[config.mk]
export PLATFORM = sky130hd
export DESIGN_NAME = fp_mul_pipe
export DESIGN_NICKNAME = d
export VERILOG_FILES = /design/src/rtl/fp_pkg.sv /design/src/rtl/fp_round_pack.sv /design/src/rtl/fp_mul_pipe.sv
export SDC_FILE = /design/constraint.sdc
export NUM_CORES = 2
export LEC_CHECK = 0
export ABC_AREA = 1
export CORE_ASPECT_RATIO = 1.4
export CORE_MARGIN = 2
export CORE_UTILIZATION = 45
export DETAILED_ROUTE_END_ITERATION = 8
export PLACE_DENSITY = 0.69
export SLEW_MARGIN = 0
export SYNTH_ARGS = -nofsm -noshare
export SYNTH_HDL_FRONTEND = slang
export SYNTH_SLANG_ARGS = --single-unit
[constraint.sdc]
create_clock -name clk -period 6.4 [get_ports clk]
set_input_delay 0.96 -clock clk [delete_from_list [all_inputs] [get_ports clk]]
set_output_delay 0.96 -clock clk [all_outputs]
set_load 0.02 [all_outputs]
[src/rtl/fp_pkg.sv]
// Shared floating-point definitions: operand classes, flag positions, special-case
// encodings and format helpers, all parametrised by exponent/mantissa width.
package fp_pkg;

    typedef enum logic [2:0] {
        CLS_ZERO,
        CLS_SUB,
        CLS_NORM,
        CLS_INF,
        CLS_NAN
    } fp_class_e;

    typedef enum logic [1:0] {
        SP_NONE,
        SP_QNAN,
        SP_INF,
        SP_ZERO
    } fp_special_e;

    typedef struct packed {
        fp_special_e kind;
        logic        nv;
    } fp_special_t;

    localparam int FLAG_NV = 3;
    localparam int FLAG_OF = 2;
    localparam int FLAG_UF = 1;
    localparam int FLAG_NX = 0;

    function automatic int fp_bias(input int exp_w);
        return (1 << (exp_w - 1)) - 1;
    endfunction

    function automatic int fp_emax(input int exp_w);
        return (1 << exp_w) - 1;
    endfunction

    // Positive quiet NaN: all-ones exponent, only the mantissa msb set.
    function automatic logic [63:0] fp_qnan(input int exp_w, input int man_w);
        return (64'(fp_emax(exp_w)) << man_w) | (64'd1 << (man_w - 1));
    endfunction

    function automatic fp_class_e fp_classify(input logic exp_zero, input logic exp_ones,
                                              input logic man_zero);
        fp_class_e cls;
        if (exp_zero)
            cls = man_zero ? CLS_ZERO : CLS_SUB;
        else if (exp_ones)
            cls = man_zero ? CLS_INF : CLS_NAN;
        else
            cls = CLS_NORM;
        return cls;
    endfunction

    // Subnormals count as zero here, so they can also trigger INF x ZERO.
    function automatic fp_special_t fp_mul_special(input fp_class_e ca, input fp_class_e cb);
        fp_special_t sp;
        logic zero_a;
        logic zero_b;
        zero_a  = (ca == CLS_ZERO) || (ca == CLS_SUB);
        zero_b  = (cb == CLS_ZERO) || (cb == CLS_SUB);
        sp.kind = SP_NONE;
        sp.nv   = 1'b0;
        if (ca == CLS_NAN || cb == CLS_NAN) begin
            sp.kind = SP_QNAN;
        end else if ((ca == CLS_INF && zero_b) || (cb == CLS_INF && zero_a)) begin
            sp.kind = SP_QNAN;
            sp.nv   = 1'b1;
        end else if (ca == CLS_INF || cb == CLS_INF) begin
            sp.kind = SP_INF;
        end else if (zero_a || zero_b) begin
            sp.kind = SP_ZERO;
        end
        return sp;
    endfunction

endpackage

[src/rtl/fp_round_pack.sv]
// Normalise a double-width significand, round to nearest even, detect overflow and
// underflow (flush to zero), apply special-case overrides and pack the result.
module fp_round_pack
    import fp_pkg::*;
#(
    parameter  int EXP_W = 8,
    parameter  int MAN_W = 23,
    localparam int W     = 1 + EXP_W + MAN_W
) (
    input  logic                      sign,
    input  logic signed [EXP_W+1:0]   exp_in,
    input  logic [2*MAN_W+1:0]        mant_in,
    input  fp_special_t               special,
    output logic [W-1:0]              result,
    output logic [3:0]                flags
);

    localparam int PW   = 2 * MAN_W + 2;
    localparam int EW   = EXP_W + 2;
    localparam logic [W-1:0]         QNAN   = W'(fp_qnan(EXP_W, MAN_W));
    localparam logic signed [EW-1:0] EMAX_S = EW'(fp_emax(EXP_W));
    localparam logic signed [EW-1:0] ZERO_S = '0;

    logic [PW-2:0]          norm;
    logic [MAN_W-1:0]       kept;
    logic                   guard;
    logic                   sticky;
    logic                   round_up;
    logic [MAN_W:0]         rounded;
    logic signed [EW-1:0]   exp_norm;
    logic signed [EW-1:0]   exp_fin;

    // Drop the leading one; a product below 2.0 has it one place lower.
    assign norm     = mant_in[PW-1] ? mant_in[PW-2:0] : {mant_in[PW-3:0], 1'b0};
    assign kept     = norm[PW-2 -: MAN_W];
    assign guard    = norm[MAN_W];
    assign sticky   = |norm[MAN_W-1:0];
    assign round_up = guard & (sticky | kept[0]);
    assign rounded  = {1'b0, kept} + (MAN_W+1)'(round_up);
    assign exp_norm = exp_in + EW'(mant_in[PW-1]);
    // A carry out of rounding leaves the kept field all zero, so only e moves.
    assign exp_fin  = exp_norm + EW'(rounded[MAN_W]);

    always_comb begin
        result = '0;
        flags  = '0;
        case (special.kind)
            SP_QNAN: begin
                result         = QNAN;
                flags[FLAG_NV] = special.nv;
            end
            SP_INF:  result = {sign, {EXP_W{1'b1}}, {MAN_W{1'b0}}};
            SP_ZERO: result = {sign, {(W-1){1'b0}}};
            default: begin
                if (exp_fin >= EMAX_S) begin
                    result         = {sign, {EXP_W{1'b1}}, {MAN_W{1'b0}}};
                    flags[FLAG_OF] = 1'b1;
                    flags[FLAG_NX] = 1'b1;
                end else if (exp_fin <= ZERO_S) begin
                    result         = {sign, {(W-1){1'b0}}};
                    flags[FLAG_UF] = 1'b1;
                    flags[FLAG_NX] = 1'b1;
                end else begin
                    result         = {sign, exp_fin[EXP_W-1:0], rounded[MAN_W-1:0]};
                    flags[FLAG_NX] = guard | sticky;
                end
            end
        endcase
    end

endmodule

[src/rtl/fp_mul_pipe.sv]
// Three-stage IEEE-754 multiplier (unpack / multiply / round-pack) with valid/ready
// on both sides; stalls propagate backwards through a per-stage advance chain.
module fp_mul_pipe
    import fp_pkg::*;
#(
    parameter  int EXP_W = 8,
    parameter  int MAN_W = 23,
    localparam int W     = 1 + EXP_W + MAN_W
) (
    input  logic         clk,
    input  logic         reset,
    input  logic         in_valid,
    output logic         in_ready,
    input  logic [W-1:0] a,
    input  logic [W-1:0] b,
    output logic         out_valid,
    input  logic         out_ready,
    output logic [W-1:0] product,
    output logic [3:0]   flags
);

    localparam int STAGES = 3;
    localparam int EW     = EXP_W + 2;
    localparam int PW     = 2 * MAN_W + 2;
    localparam int BIAS   = fp_bias(EXP_W);

    typedef struct packed {
        logic          sign;
        logic [EW-1:0] exp;
        logic [MAN_W:0] ma;
        logic [MAN_W:0] mb;
        fp_special_t   special;
    } s1_t;

    typedef struct packed {
        logic          sign;
        logic [EW-1:0] exp;
        logic [PW-1:0] prod;
        fp_special_t   special;
    } s2_t;

    logic [STAGES:1] vld_pipe;
    logic [STAGES:1] adv;
    fp_class_e       cls_a;
    fp_class_e       cls_b;
    s1_t             s1_d, s1_q;
    s2_t             s2_d, s2_q;
    logic [W-1:0]    rp_result;
    logic [3:0]      rp_flags;

    // A stage may load when it is empty or its occupant moves on this cycle.
    assign adv[3]    = !vld_pipe[3] || out_ready;
    assign adv[2]    = !vld_pipe[2] || adv[3];
    assign adv[1]    = !vld_pipe[1] || adv[2];
    assign in_ready  = adv[1];
    assign out_valid = vld_pipe[3];

    assign cls_a = fp_classify(a[W-2:MAN_W] == '0, &a[W-2:MAN_W], a[MAN_W-1:0] == '0);
    assign cls_b = fp_classify(b[W-2:MAN_W] == '0, &b[W-2:MAN_W], b[MAN_W-1:0] == '0);

    always_comb begin
        s1_d.sign    = a[W-1] ^ b[W-1];
        // Two guard bits keep the biased sum from wrapping in either direction.
        s1_d.exp     = EW'(a[W-2:MAN_W]) + EW'(b[W-2:MAN_W]) - EW'(BIAS);
        s1_d.ma      = {1'b1, a[MAN_W-1:0]};
        s1_d.mb      = {1'b1, b[MAN_W-1:0]};
        s1_d.special = fp_mul_special(cls_a, cls_b);
    end

    always_comb begin
        s2_d.sign    = s1_q.sign;
        s2_d.exp     = s1_q.exp;
        s2_d.prod    = PW'(s1_q.ma) * PW'(s1_q.mb);
        s2_d.special = s1_q.special;
    end

    fp_round_pack #(
        .EXP_W (EXP_W),
        .MAN_W (MAN_W)
    ) u_round_pack (
        .sign    (s2_q.sign),
        .exp_in  ($signed(s2_q.exp)),
        .mant_in (s2_q.prod),
        .special (s2_q.special),
        .result  (rp_result),
        .flags   (rp_flags)
    );

    always_ff @(posedge clk or negedge reset) begin
        if (!reset) begin
            vld_pipe <= '0;
            s1_q     <= '0;
            s2_q     <= '0;
            product  <= '0;
            flags    <= '0;
        end else begin
            if (adv[1]) vld_pipe[1] <= in_valid;
            if (adv[2]) vld_pipe[2] <= vld_pipe[1];
            if (adv[3]) vld_pipe[3] <= vld_pipe[2];
            if (adv[1] && in_valid)    s1_q <= s1_d;
            if (adv[2] && vld_pipe[1]) s2_q <= s2_d;
            // Output registers only move on a real transfer, so they hold under stall.
            if (adv[3] && vld_pipe[2]) begin
                product <= rp_result;
                flags   <= rp_flags;
            end
        end
    end

endmodule
==> summary.txt <==
FF-to-FF End = s2_q[48]$_DFFE_PN0P_
Post-synthesis register bit count = 162
Clk buf depth = 2
IO Count = 106
Vias/cell = 4.84
Total clock sinks = 162
Critical path capture point type = register
Gr usage total = 24.4%
Worst path arrival time = 6560 ps
Worst hold margin = 448 ps
Syn_area_per_cell = 7.22 um^2
R2r startpoint = s1_q[13]$_DFFE_PN0P_
Grt total ovfl = 0
Starting Density = 45.3%
Slew headroom = 27.2%
# nets final = 4900
Mapped Cells = 4030
Most common cell on crit path = inv_1
Num rows = 110
Area grow syn2layout = 13.4%
Commonest non-fill, non-tap cell in the layout = nand2_1
DRC viols = 0
WL/cell = 15.4 um
Vias = 24200
Initial antenna violation count = 0
Routed wire length = 77.3 mm
Netlist cell types = 39
Status = complete, no violations
Worst Clk Skew = 25.1 ps
Crit-path max FO = 13
Sequential Area = 4080 um^2
Worst endpoint required time = 6790 ps
Fin crit period = 6170 ps
Ant diodes = 0
HP Class = in -> async
Synthesized Nets = 4779
Hold buffer count at cts = 0
Register area share after synthesis = 13.9%
Crit Path Class = reg -> reg
Cell area after synthesis = 29100 um^2
R2R cell count = 30
Layout cell share with drive strength beyond 1 = 7.71%
WL met2 = 40.3 mm
First-pass GRT wire length = 128 mm
Met3 wire length = 3.64 mm
Max Freq = 0.162 GHz
CP Launch Type = register
Die Height = 305 um
Antenna-violating nets left = 0
Vias in the first global route = 25400
R2R setup slack = 230 ps
H-Tree Depth = 4
TritonCTS clock tree = built
TritonCTS buffer count = 17
Final setup fails = 0
Clock transition at path regs = 80 ps
Count of pins over their slew limit = 0
Die ar. = 66700 um^2
Pin count of the biggest net entering global routing = 106
# fillers = 6340
Max cap viols = 0
Final HPWL DP = 65.0 mm
IO buf count = 105
Die X = 219 um
Slowest CP cell = fa_1
Period utilization = 96.4%
Hold Violations, Final = 0
Iteration-0 DRC count of the detailed router = 1333
DR top layer = met4
CORE AREA = 64100 um^2
RSZ-0062 raised after global routing = true
First-pass iteration count of the detailed router = 7
Slew @ Worst Pin = 1090 ps
Met1 Routed Length = 30.3 mm
Final core occ = 51.4%
Most frequent cells in the layout = 1293 x nand2_1, 1139 x inv_1, 480 x fa_1
Root Driver = clkbuf_16
RD Place Congestion = 0.946
YS warnings = 0
Multi-input logic area = 20300 um^2
CP max stage delay = 530 ps
Clk_lat worst skew = 500 ps
[cells in the mapped netlist, drive strengths merged]
| master | count | area share [%] |
|---|---|---|
| a31oi | 4 | 0.086 |
| a22oi | 1 | 0.026 |
| or2 | 10 | 0.22 |
| xnor2 | 24 | 0.72 |
| buf | 20 | 0.44 |
| a21oi | 41 | 0.71 |
| and2 | 5 | 0.11 |
| nand3b | 9 | 0.23 |
| nor4 | 7 | 0.15 |
| nand2 | 1302 | 17 |
| nor2 | 149 | 2.0 |
| clkinv | 1 | 0.013 |
| inv | 1141 | 15 |
| clkbuf | 164 | 2.1 |
| fa | 484 | 33 |
| xor2 | 13 | 0.39 |
| nand3 | 110 | 1.9 |
| nand4 | 34 | 0.73 |
| nor3 | 9 | 0.15 |
| o21a | 1 | 0.026 |
| o21ai | 125 | 2.2 |
| o31ai | 2 | 0.052 |
| dfrtp | 162 | 14 |
| o21bai | 9 | 0.23 |
| o211ai | 2 | 0.052 |
| o22ai | 4 | 0.086 |
| ha | 197 | 8.5 |
[logic make-up after synthesis]
family | Yosys count | synth area share [%]
AND/OR/NAND/NOR | 1635 | 22.4
flip-flops | 162 | 13.9
AO/OA/AOI/OAI | 189 | 3.47
XOR/XNOR | 37 | 1.11
adder cells (fa/ha/maj) | 681 | 41.8
buffers and inverters | 1326 | 17.3
[final cells by class]
class                      instances  share of cell area (%)
multi-input combinational       2542                    61.6
clock buffer                      18                    1.33
clock inverter                    14                   0.520
inverter                        1142                    13.0
timing repair buffer             286                    8.03
tap                              840                    3.19
sequential                       162                    12.4
[how the worst max path moves through the flow]
| stage | start | end | slack [ps] |
|---|---|---|---|
| 6_report | s1_q[13]$_DFFE_PN0P_ | s2_q[48]$_DFFE_PN0P_ | 230 |
| 2_1_floorplan | s1_q[6]$_DFFE_PN0P_ | s2_q[50]$_DFFE_PN0P_ | 410 |
| 3_5_place_dp | s1_q[47]$_DFFE_PN0P_ | s2_q[40]$_DFFE_PN0P_ | -70 |
| 3_3_place_gp | s1_q[46]$_DFFE_PN0P_ | s2_q[40]$_DFFE_PN0P_ | -20 |
| 5_1_grt | s1_q[46]$_DFFE_PN0P_ | s2_q[41]$_DFFE_PN0P_ | -40 |
| 4_1_cts | s1_q[15]$_DFFE_PN0P_ | s2_q[41]$_DFFE_PN0P_ | 20 |
[sequential cells by signal, summed over array words and instances (netlist names)]
| signal | flops |
|---|---|
| product | 32 |
| s2_q | 62 |
| flags | 4 |
| s1_q | 61 |
| vld_pipe | 3 |
[worst max-delay path: cells and delay by family (launching register included)]
| kind | cells | cell delay, ps |
|---|---|---|
| AND/OR/NAND/NOR | 11 | 1080 |
| buffers and inverters | 11 | 960 |
| flip-flops | 1 | 400 |
| adder cells (fa/ha/maj) | 8 | 3590 |
[metrics by stage]
step	setup TNS, ps	setup slack [ps]	cell area [um^2]	std cells
after floorplan	0	415	29100	4030
after global placement	-15.1	-15.1	32000	4965
after detailed placement	-169	-72.7	32000	4965
after CTS	0	20.1	32600	4997
after global routing	-42.7	-37.5	33000	5004
final	0	232	33000	5004
[metal layers]
| metal | track usage [%] | vias up |
|---|---|---|
| li1 | - | 11700 |
| met1 | 28.9 | 11700 |
| met2 | 44.7 | 676 |
| met3 | 3.25 | 163 |
| met4 | 8.63 | 0 |
| met5 | 0 | - |
[repair_timing]
action,CTS,global route
pin swaps,0,8
buffers inserted,0,7
endpoints found under the setup margin,5,30
gates resized for setup,11,66
Power is left out: the tool's default activity adds up to more than one toggle a clock period on the data nets, which glitch-free logic cannot reach.
